**src/rtl/ui_uart_baud_gen_prog_pkg.sv**
```systemverilog
// Shared types and elaboration helpers for the programmable UART baud generator.
// Holds the fixed-point divisor calculation and the OVERSAMPLE legality check.
package ui_uart_pkg;

  localparam int unsigned DIV_INT_W  = 16;
  localparam int unsigned DIV_FRAC_W = 8;

  typedef logic [DIV_INT_W-1:0]  div_int_t;
  typedef logic [DIV_FRAC_W-1:0] div_frac_t;

  typedef struct packed {
    logic [31:0] int_part;
    logic [31:0] frac_part;
  } div_fixed_t;

  // OVERSAMPLE must be a power of two in 4..32
  function automatic bit os_legal(input int unsigned os);
    return (os >= 32'd4) && (os <= 32'd32) && ((os & (os - 32'd1)) == 32'd0);
  endfunction

  // clock/(os*baud) in fixed point with frac_wid fraction bits, rounded half-up
  function automatic div_fixed_t calc_div_fixed(input longint unsigned clock,
                                                input longint unsigned baud,
                                                input longint unsigned os,
                                                input int unsigned     frac_wid);
    longint unsigned den;
    longint unsigned q;
    div_fixed_t      r;
    den         = os * baud;
    q           = ((clock << frac_wid) + (den >> 1)) / den;
    r.int_part  = 32'(q >> frac_wid);
    r.frac_part = 32'(q & ((64'd1 << frac_wid) - 64'd1));
    return r;
  endfunction

endpackage

```
**src/rtl/ui_uart_baud_gen_prog_os_div.sv**
```systemverilog
// Divides the oversampled enable by OVERSAMPLE into a registered 1x bit enable
// that coincides with the os pulse on which the os counter wraps.
module ui_uart_os_div #(
  parameter int unsigned OVERSAMPLE = 16
) (
  input  logic clk,
  input  logic rst,
  input  logic clr_i,
  input  logic tick_i,
  output logic bit_en_o
);

  localparam int unsigned CW = $clog2(OVERSAMPLE);

  logic [CW-1:0] os_cnt_q;
  logic          bit_en_q;

  always_ff @(posedge clk) begin
    if (rst || clr_i) begin
      os_cnt_q <= '0;
      bit_en_q <= 1'b0;
    end else begin
      if (tick_i) os_cnt_q <= os_cnt_q + CW'(1);
      bit_en_q <= tick_i && (os_cnt_q == CW'(OVERSAMPLE - 1));
    end
  end

  assign bit_en_o = bit_en_q;

endmodule

```
**src/rtl/ui_uart_baud_gen_prog.sv**
```systemverilog
// Runtime-programmable oversampled baud enable generator with shadowed divisor.
// Define UI_UART_BAUD_FRAC_EN to enable the fractional divisor accumulator.
module ui_uart_baud_gen_prog
  import ui_uart_pkg::*;
#(
  parameter int unsigned BAUD_RATE  = 500_000,
  parameter int unsigned CLOCK_RATE = 400_000_000,
  parameter int unsigned OVERSAMPLE = 16,
  parameter int unsigned INT_WID    = 16,
  parameter int unsigned FRAC_WID   = 8
) (
  input  logic                clk,
  input  logic                rst,
  input  logic                enable,
  input  logic                div_load,
  input  logic [INT_WID-1:0]  div_int,
  input  logic [FRAC_WID-1:0] div_frac,
  output logic                baud_os_en,
  output logic                baud_bit_en,
  output logic [INT_WID-1:0]  div_active
);

`ifdef UI_UART_BAUD_FRAC_EN
  localparam int unsigned FRAC_USED = FRAC_WID;
`else
  localparam int unsigned FRAC_USED = 0;
`endif

  localparam div_fixed_t DEF_FIX = calc_div_fixed(64'(CLOCK_RATE), 64'(BAUD_RATE),
                                                  64'(OVERSAMPLE), FRAC_USED);
  localparam logic [INT_WID-1:0] DEF_INT = (DEF_FIX.int_part < 32'd2) ? INT_WID'(2)
                                                                      : INT_WID'(DEF_FIX.int_part);
  localparam bit OS_LEGAL = os_legal(OVERSAMPLE);

  generate
    if (!OS_LEGAL) begin : g_os_illegal
      $error("OVERSAMPLE must be a power of 2 in 4..32");
    end
  endgenerate

  // Divisors below 2 would make pulses adjacent or stuck high
  function automatic logic [INT_WID-1:0] clamp_int(input logic [INT_WID-1:0] v);
    return (v < INT_WID'(2)) ? INT_WID'(2) : v;
  endfunction

  logic [INT_WID-1:0] cnt_q, cnt_d;
  logic [INT_WID-1:0] div_act_q, div_act_d;
  logic [INT_WID-1:0] shd_int_q, shd_int_d;
  logic               pend_q, pend_d;
  logic               os_en_q, os_en_d;
  logic               apply;
  logic               carry;

`ifdef UI_UART_BAUD_FRAC_EN
  localparam logic [FRAC_WID-1:0] DEF_FRAC = FRAC_WID'(DEF_FIX.frac_part);
  logic [FRAC_WID-1:0] frac_act_q, frac_act_d;
  logic [FRAC_WID-1:0] frac_acc_q, frac_acc_d;
  logic [FRAC_WID-1:0] shd_frac_q, shd_frac_d;
  logic [FRAC_WID-1:0] acc_base;
  logic [FRAC_WID:0]   frac_sum;
`else
  logic unused_frac;
  assign unused_frac = ^div_frac;
`endif

  // Next-state: shadow capture, apply at wrap (or at once while idle), period reload
  always_comb begin
    cnt_d     = cnt_q;
    div_act_d = div_act_q;
    pend_d    = pend_q;
    os_en_d   = 1'b0;
    carry     = 1'b0;
    shd_int_d = div_load ? clamp_int(div_int) : shd_int_q;
    apply     = div_load | pend_q;
`ifdef UI_UART_BAUD_FRAC_EN
    frac_act_d = frac_act_q;
    frac_acc_d = frac_acc_q;
    shd_frac_d = div_load ? div_frac : shd_frac_q;
    acc_base   = frac_acc_q;
    frac_sum   = '0;
`endif
    if (!enable) begin
      if (apply) begin
        div_act_d = shd_int_d;
`ifdef UI_UART_BAUD_FRAC_EN
        frac_act_d = shd_frac_d;
`endif
      end
      pend_d = 1'b0;
      cnt_d  = div_act_d - INT_WID'(1);
`ifdef UI_UART_BAUD_FRAC_EN
      frac_acc_d = '0;
`endif
    end else if (cnt_q == '0) begin
      if (apply) begin
        div_act_d = shd_int_d;
        pend_d    = 1'b0;
`ifdef UI_UART_BAUD_FRAC_EN
        frac_act_d = shd_frac_d;
        acc_base   = '0;
`endif
      end
`ifdef UI_UART_BAUD_FRAC_EN
      frac_sum   = (FRAC_WID+1)'(acc_base) + (FRAC_WID+1)'(frac_act_d);
      carry      = frac_sum[FRAC_WID];
      frac_acc_d = frac_sum[FRAC_WID-1:0];
`endif
      cnt_d   = div_act_d + INT_WID'(carry) - INT_WID'(1);
      os_en_d = 1'b1;
    end else begin
      cnt_d = cnt_q - INT_WID'(1);
      if (div_load) pend_d = 1'b1;
    end
  end

  always_ff @(posedge clk) begin
    if (rst) begin
      cnt_q     <= DEF_INT - INT_WID'(1);
      div_act_q <= DEF_INT;
      shd_int_q <= DEF_INT;
      pend_q    <= 1'b0;
      os_en_q   <= 1'b0;
`ifdef UI_UART_BAUD_FRAC_EN
      frac_act_q <= DEF_FRAC;
      frac_acc_q <= '0;
      shd_frac_q <= DEF_FRAC;
`endif
    end else begin
      cnt_q     <= cnt_d;
      div_act_q <= div_act_d;
      shd_int_q <= shd_int_d;
      pend_q    <= pend_d;
      os_en_q   <= os_en_d;
`ifdef UI_UART_BAUD_FRAC_EN
      frac_act_q <= frac_act_d;
      frac_acc_q <= frac_acc_d;
      shd_frac_q <= shd_frac_d;
`endif
    end
  end

  ui_uart_os_div #(
    .OVERSAMPLE (OVERSAMPLE)
  ) u_os_div (
    .clk      (clk),
    .rst      (rst),
    .clr_i    (~enable),
    .tick_i   (os_en_d),
    .bit_en_o (baud_bit_en)
  );

  assign baud_os_en = os_en_q;
  assign div_active = div_act_q;

endmodule
```
**config.mk**
```make
export PLATFORM = sky130hd
export DESIGN_NAME = ui_uart_baud_gen_prog
export DESIGN_NICKNAME = d
export VERILOG_FILES = /design/src/rtl/ui_uart_baud_gen_prog_pkg.sv /design/src/rtl/ui_uart_baud_gen_prog_os_div.sv /design/src/rtl/ui_uart_baud_gen_prog.sv
export SDC_FILE = /design/constraint.sdc
export NUM_CORES = 1
export LEC_CHECK = 0
export BUFFER_PORTS_ARGS = -buffer_cell sky130_fd_sc_hd__buf_2
export CORE_UTILIZATION = 57
export DETAILED_ROUTE_END_ITERATION = 16
export PLACE_DENSITY = 0.9
export SKIP_LAST_GASP = 1
export SLEW_MARGIN = 20
export SYNTH_ARGS = -nofsm -noshare
export SYNTH_HDL_FRONTEND = slang
export SYNTH_SLANG_ARGS = --single-unit
```
**constraint.sdc**
```tcl
create_clock -name clk -period 3.5 [get_ports clk]
set_input_delay 0.525 -clock clk [delete_from_list [all_inputs] [get_ports clk]]
set_output_delay 0.525 -clock clk [all_outputs]
set_load 0.05 [all_outputs]
```
==> summary by stage <==
Placement
After legalization and detailed placement, the total HPWL measured 4440 um. Port buffering added 37 buffers. In this run the cell area measured after placement is 3130 sq um. The congestion estimate from routability-driven global placement came to roughly 0.8.

Critical path
The buffers plus inverters on the worst setup path is 1. The nature of the critical path endpoint is a flop. On the worst path, the slowest cell contributes a delay of roughly 0.40 ns. The launching element type of the critical path is an input pin. The maximum fanout along the worst path is 5. The critical path goes through buf_2, nor4_2, nand4_2, nand3_1, a21o_1, ha_1, o211ai_1, nor3_2, nand3_1, xor2_1, a211oi_1. The slowest cell on the critical path is nor3_2. The type of the setup path with the least slack is in -> reg.

Broken down by cell family, the worst path's largest delay share belongs to simple AND/OR/NAND/NOR gates. The critical path data arrival time is a little under 3 ns. The most numerous cell type found on the critical path is nand3_1.

The worst path required time is ~3.7 ns.

Timing
The final total negative setup slack is 0 ns. The total setup violations reported at the end of the flow is 0. The count of final hold-check violations is 0.

The maximum operating frequency is roughly 0.37 GHz. The actual transition at the worst max-transition pin is roughly 0.82 ns. The number of max-slew violations in the final report was 0. The final-layout worst hold slack is approximately 0.47 ns. Setup repair after global routing left no endpoint under its margin. The portion of the clock cycle consumed by the worst path in the final layout is about three quarters. The clock arrives with 0.0107 ns of skew. Measured against its own limit, the worst slew margin works out to about 46%. The minimum clock period after layout is ~2.7 ns.

Clock tree
The maximum level of the CTS H-tree is 2. The number of clock buffers inserted by TritonCTS is 5. TritonCTS built the clock tree.

In this run, post-CTS repair resized a total of 0 instances. The hold buffer count at cts is 0. The clock sink count is 55. The maximum clock insertion buffer count is 2. The number of buffers inserted by post-CTS setup repair is 0. Clock-pin slew was measured on the worst setup and hold paths at 0.10 ns. The clock reaches the later pin of the worst-skew pair after 0.31 ns.

The master cell of the clock root buffer is clkbuf_8.

Logic synthesis
For this run, the number of Yosys warnings is 0. Yosys mapped the design onto 54 distinct sky130hd cell types. The cell area after synthesis is roughly 3000 sq um.

By area the synthesized netlist is led by dfxtp_1 37%, mux2i_1 6.4%, nor2_1 5.6%, xnor2_1 4.7%, a21oi_1 3.9%. The cell count after synthesis came out at between 300 and 400. The share of the yosys chip area belonging to registers is 37.3%. Each instance of the synthesized netlist takes up on average just under 9 sq um.

For this run, the leading register cell type out of synthesis is dfxtp_1. The number of storage elements in the synthesis netlist is 55. The synthesized netlist net count is around 370. Counting flops with a built-in enable in the synthesized netlist gives 0. dfxtp_1 takes more of the synthesized area than any other cell. Counting flops with an async set or reset pin after synthesis yields a share of 0%.

Summed over its instances, the top area cell type makes up 37.3% of the synthesized netlist area.

Global routing
The first global-routing pass estimated about 10,000 um of wire. The total routing usage reported by global routing is between 20 and 25%. The via count of the first global-routing pass was about 2,200. For this run the aggregate overflow at the end of global routing stands at 0.

The initial antenna violation count is 0. The largest net degree at the start of global routing is 41.

Hold path
The path category of the worst min-delay check is in -> reg.

Power and ir drop
After layout, the design draws a total of approximately 1.4 mW. The power density of the placed cells is 432 nW/um^2. The worst-case IR drop observed on VDD is ~0.25 mV.

In this run the static leakage power is between 1 and 1.5 nW.

Layout
0 antenna diodes ended up in the layout. The area growth from synthesis to final layout is 10.2%. The layout cell share with drive strength beyond 1 is a little under a fifth. At the end of the flow, the number of nets in the layout was around 400. The post-layout instance area is about 3300 sq um.

Die
The initial standard-cell utilization of the core is about three fifths. The area of the core is between 4000 and 5000 sq um. The overall die area is between 5000 and 6000 sq um. The cell row count is 25. The top-level I/O count is 46.

In this run the horizontal extent of the chip is about 74 um. The die is ~74 um tall.

Routing
The per-cell via count in the routed design is approximately 5.7. The routed design has between 6000 and 7000 um of wire. The total DRC errors in the routed layout is 0.

The initial detailed-routing violation count is between 100 and 150. The detail-routed net length per standard cell is 14.4 um. The count of vias placed by the detailed router is about 2,500.

The remaining antenna violation count is 0. For this run, the detailed router's first-pass iteration total came to 4.

Run status
The run finished with clean final reports.

Flow run
The number of max-cap violations is 0.
cells by family (layout without fill, tap and decap cells):
family,Yosys count,count (layout),synth area share (%)
muxes,19,19,6.45
DFF,55,55,37.3
buffers and inverters,25,54,4.45
xor gates and xnor gates,26,26,7.72
AOI/OAI and AO/OA,71,71,17.1
and+or+nand+nor,137,137,25.2
adders and majority gates,4,4,1.70
metal layers:
layer / share of wire, % / wire length, um / vias up / track usage (%)
met4: 1.2 / 74 / 0 / 7.69
li1: - / - / 1242 / -
met2: 48 / 2990 / 69 / 40.8
met3: 5.8 / 363 / 7 / 4.88
met5: 0 / 0 / - / 0
met1: 45 / 2830 / 1156 / 32.7
layout make-up:
class                   instances  area [sq um]
clock inverters                 2          35.0
clock buffers                   6          82.6
repair buffers                 40           208
inverters                       6          22.5
multi-input cells             257          1720
fillers                       384          1600
flip-flops and latches         55          1100
well taps                      67          83.8
power by group:
group / total, mW / internal [mW] / switching [mW]
Combinational: 0.270 / 0.0996 / 0.171
Clock: 0.440 / 0.232 / 0.208
Sequential: 0.695 / 0.663 / 0.0325
Total: 1.41 / 0.994 / 0.411
cell usage in the layout, fill, tap and decap left out, types with 3 or more instances in the layout:
cell	netlist	routed
inv_1	6	6
clkbuf_8	0	6
nand4_1	6	6
o21a_1	5	5
a21oi_1	23	23
nand2_1	28	28
buf_4	3	3
dfxtp_1	55	55
nand2b_1	14	14
o21ai_0	5	5
nor2_1	44	44
buf_2	6	37
a211oi_1	8	8
o22ai_1	3	3
nor4_2	3	3
o21ai_2	4	4
a21o_1	6	6
xor2_1	10	10
and3_1	3	3
nor3_1	7	7
mux2i_1	19	19
ha_1	4	4
xnor2_1	16	16
nand3b_1	3	3
nor4_1	3	3
nand3_1	11	11
stage by stage:
stage / cells / util (%) / setup slack, ns
after global placement: 425 / 64.6 / 0.569
after floorplan: 337 / - / 0.949
final: 433 / 67.0 / 0.819
after detailed placement: 425 / 64.6 / 0.507
after global routing: 433 / 67.0 / 0.622
after CTS: 433 / 67.0 / 0.836
flip-flops by register name, indices dropped and copies added, names as in the netlist:
name,cells
pend_q,1
u_os_div.bit_en_o,1
cnt_q,16
baud_os_en,1
shd_int_q,16
u_os_div.os_cnt_q,4
div_active,16
worst paths after layout:
check	from	to	slack, ns	depth (start not counted)
max	div_int[10]	cnt_q[10]	0.82	11
min	div_int[5]	shd_int_q[5]	0.47	3
max reg2reg	cnt_q[7]	cnt_q[5]	1.02	6
min reg2reg	div_active[6]	div_active[6]	0.48	2
cell usage after synthesis (all sizes together), types with 2 or more instances:
cell type	instances
and3b	2
and4	2
xor2	10
nor3	8
o21a	5
nand2	28
nor2b	2
ha	4
dfxtp	55
mux2i	19
o21ai	12
o22ai	3
nor4	8
clkbuf	8
nand3	11
nor2	45
a31oi	2
a211oi	9
inv	6
a21o	6
nand4	7
a311oi	3
nand3b	3
nand2b	14
and3	3
buf	11
a21oi	23
xnor2	16
worst reg2reg max path: cells and delay by family (launching register included):
family | cells | cell delay (ns)
flops | 1 | 0.36
compound gates | 1 | 0.28
simple gates | 5 | 1.74
(Power assumes the default switching activity.)
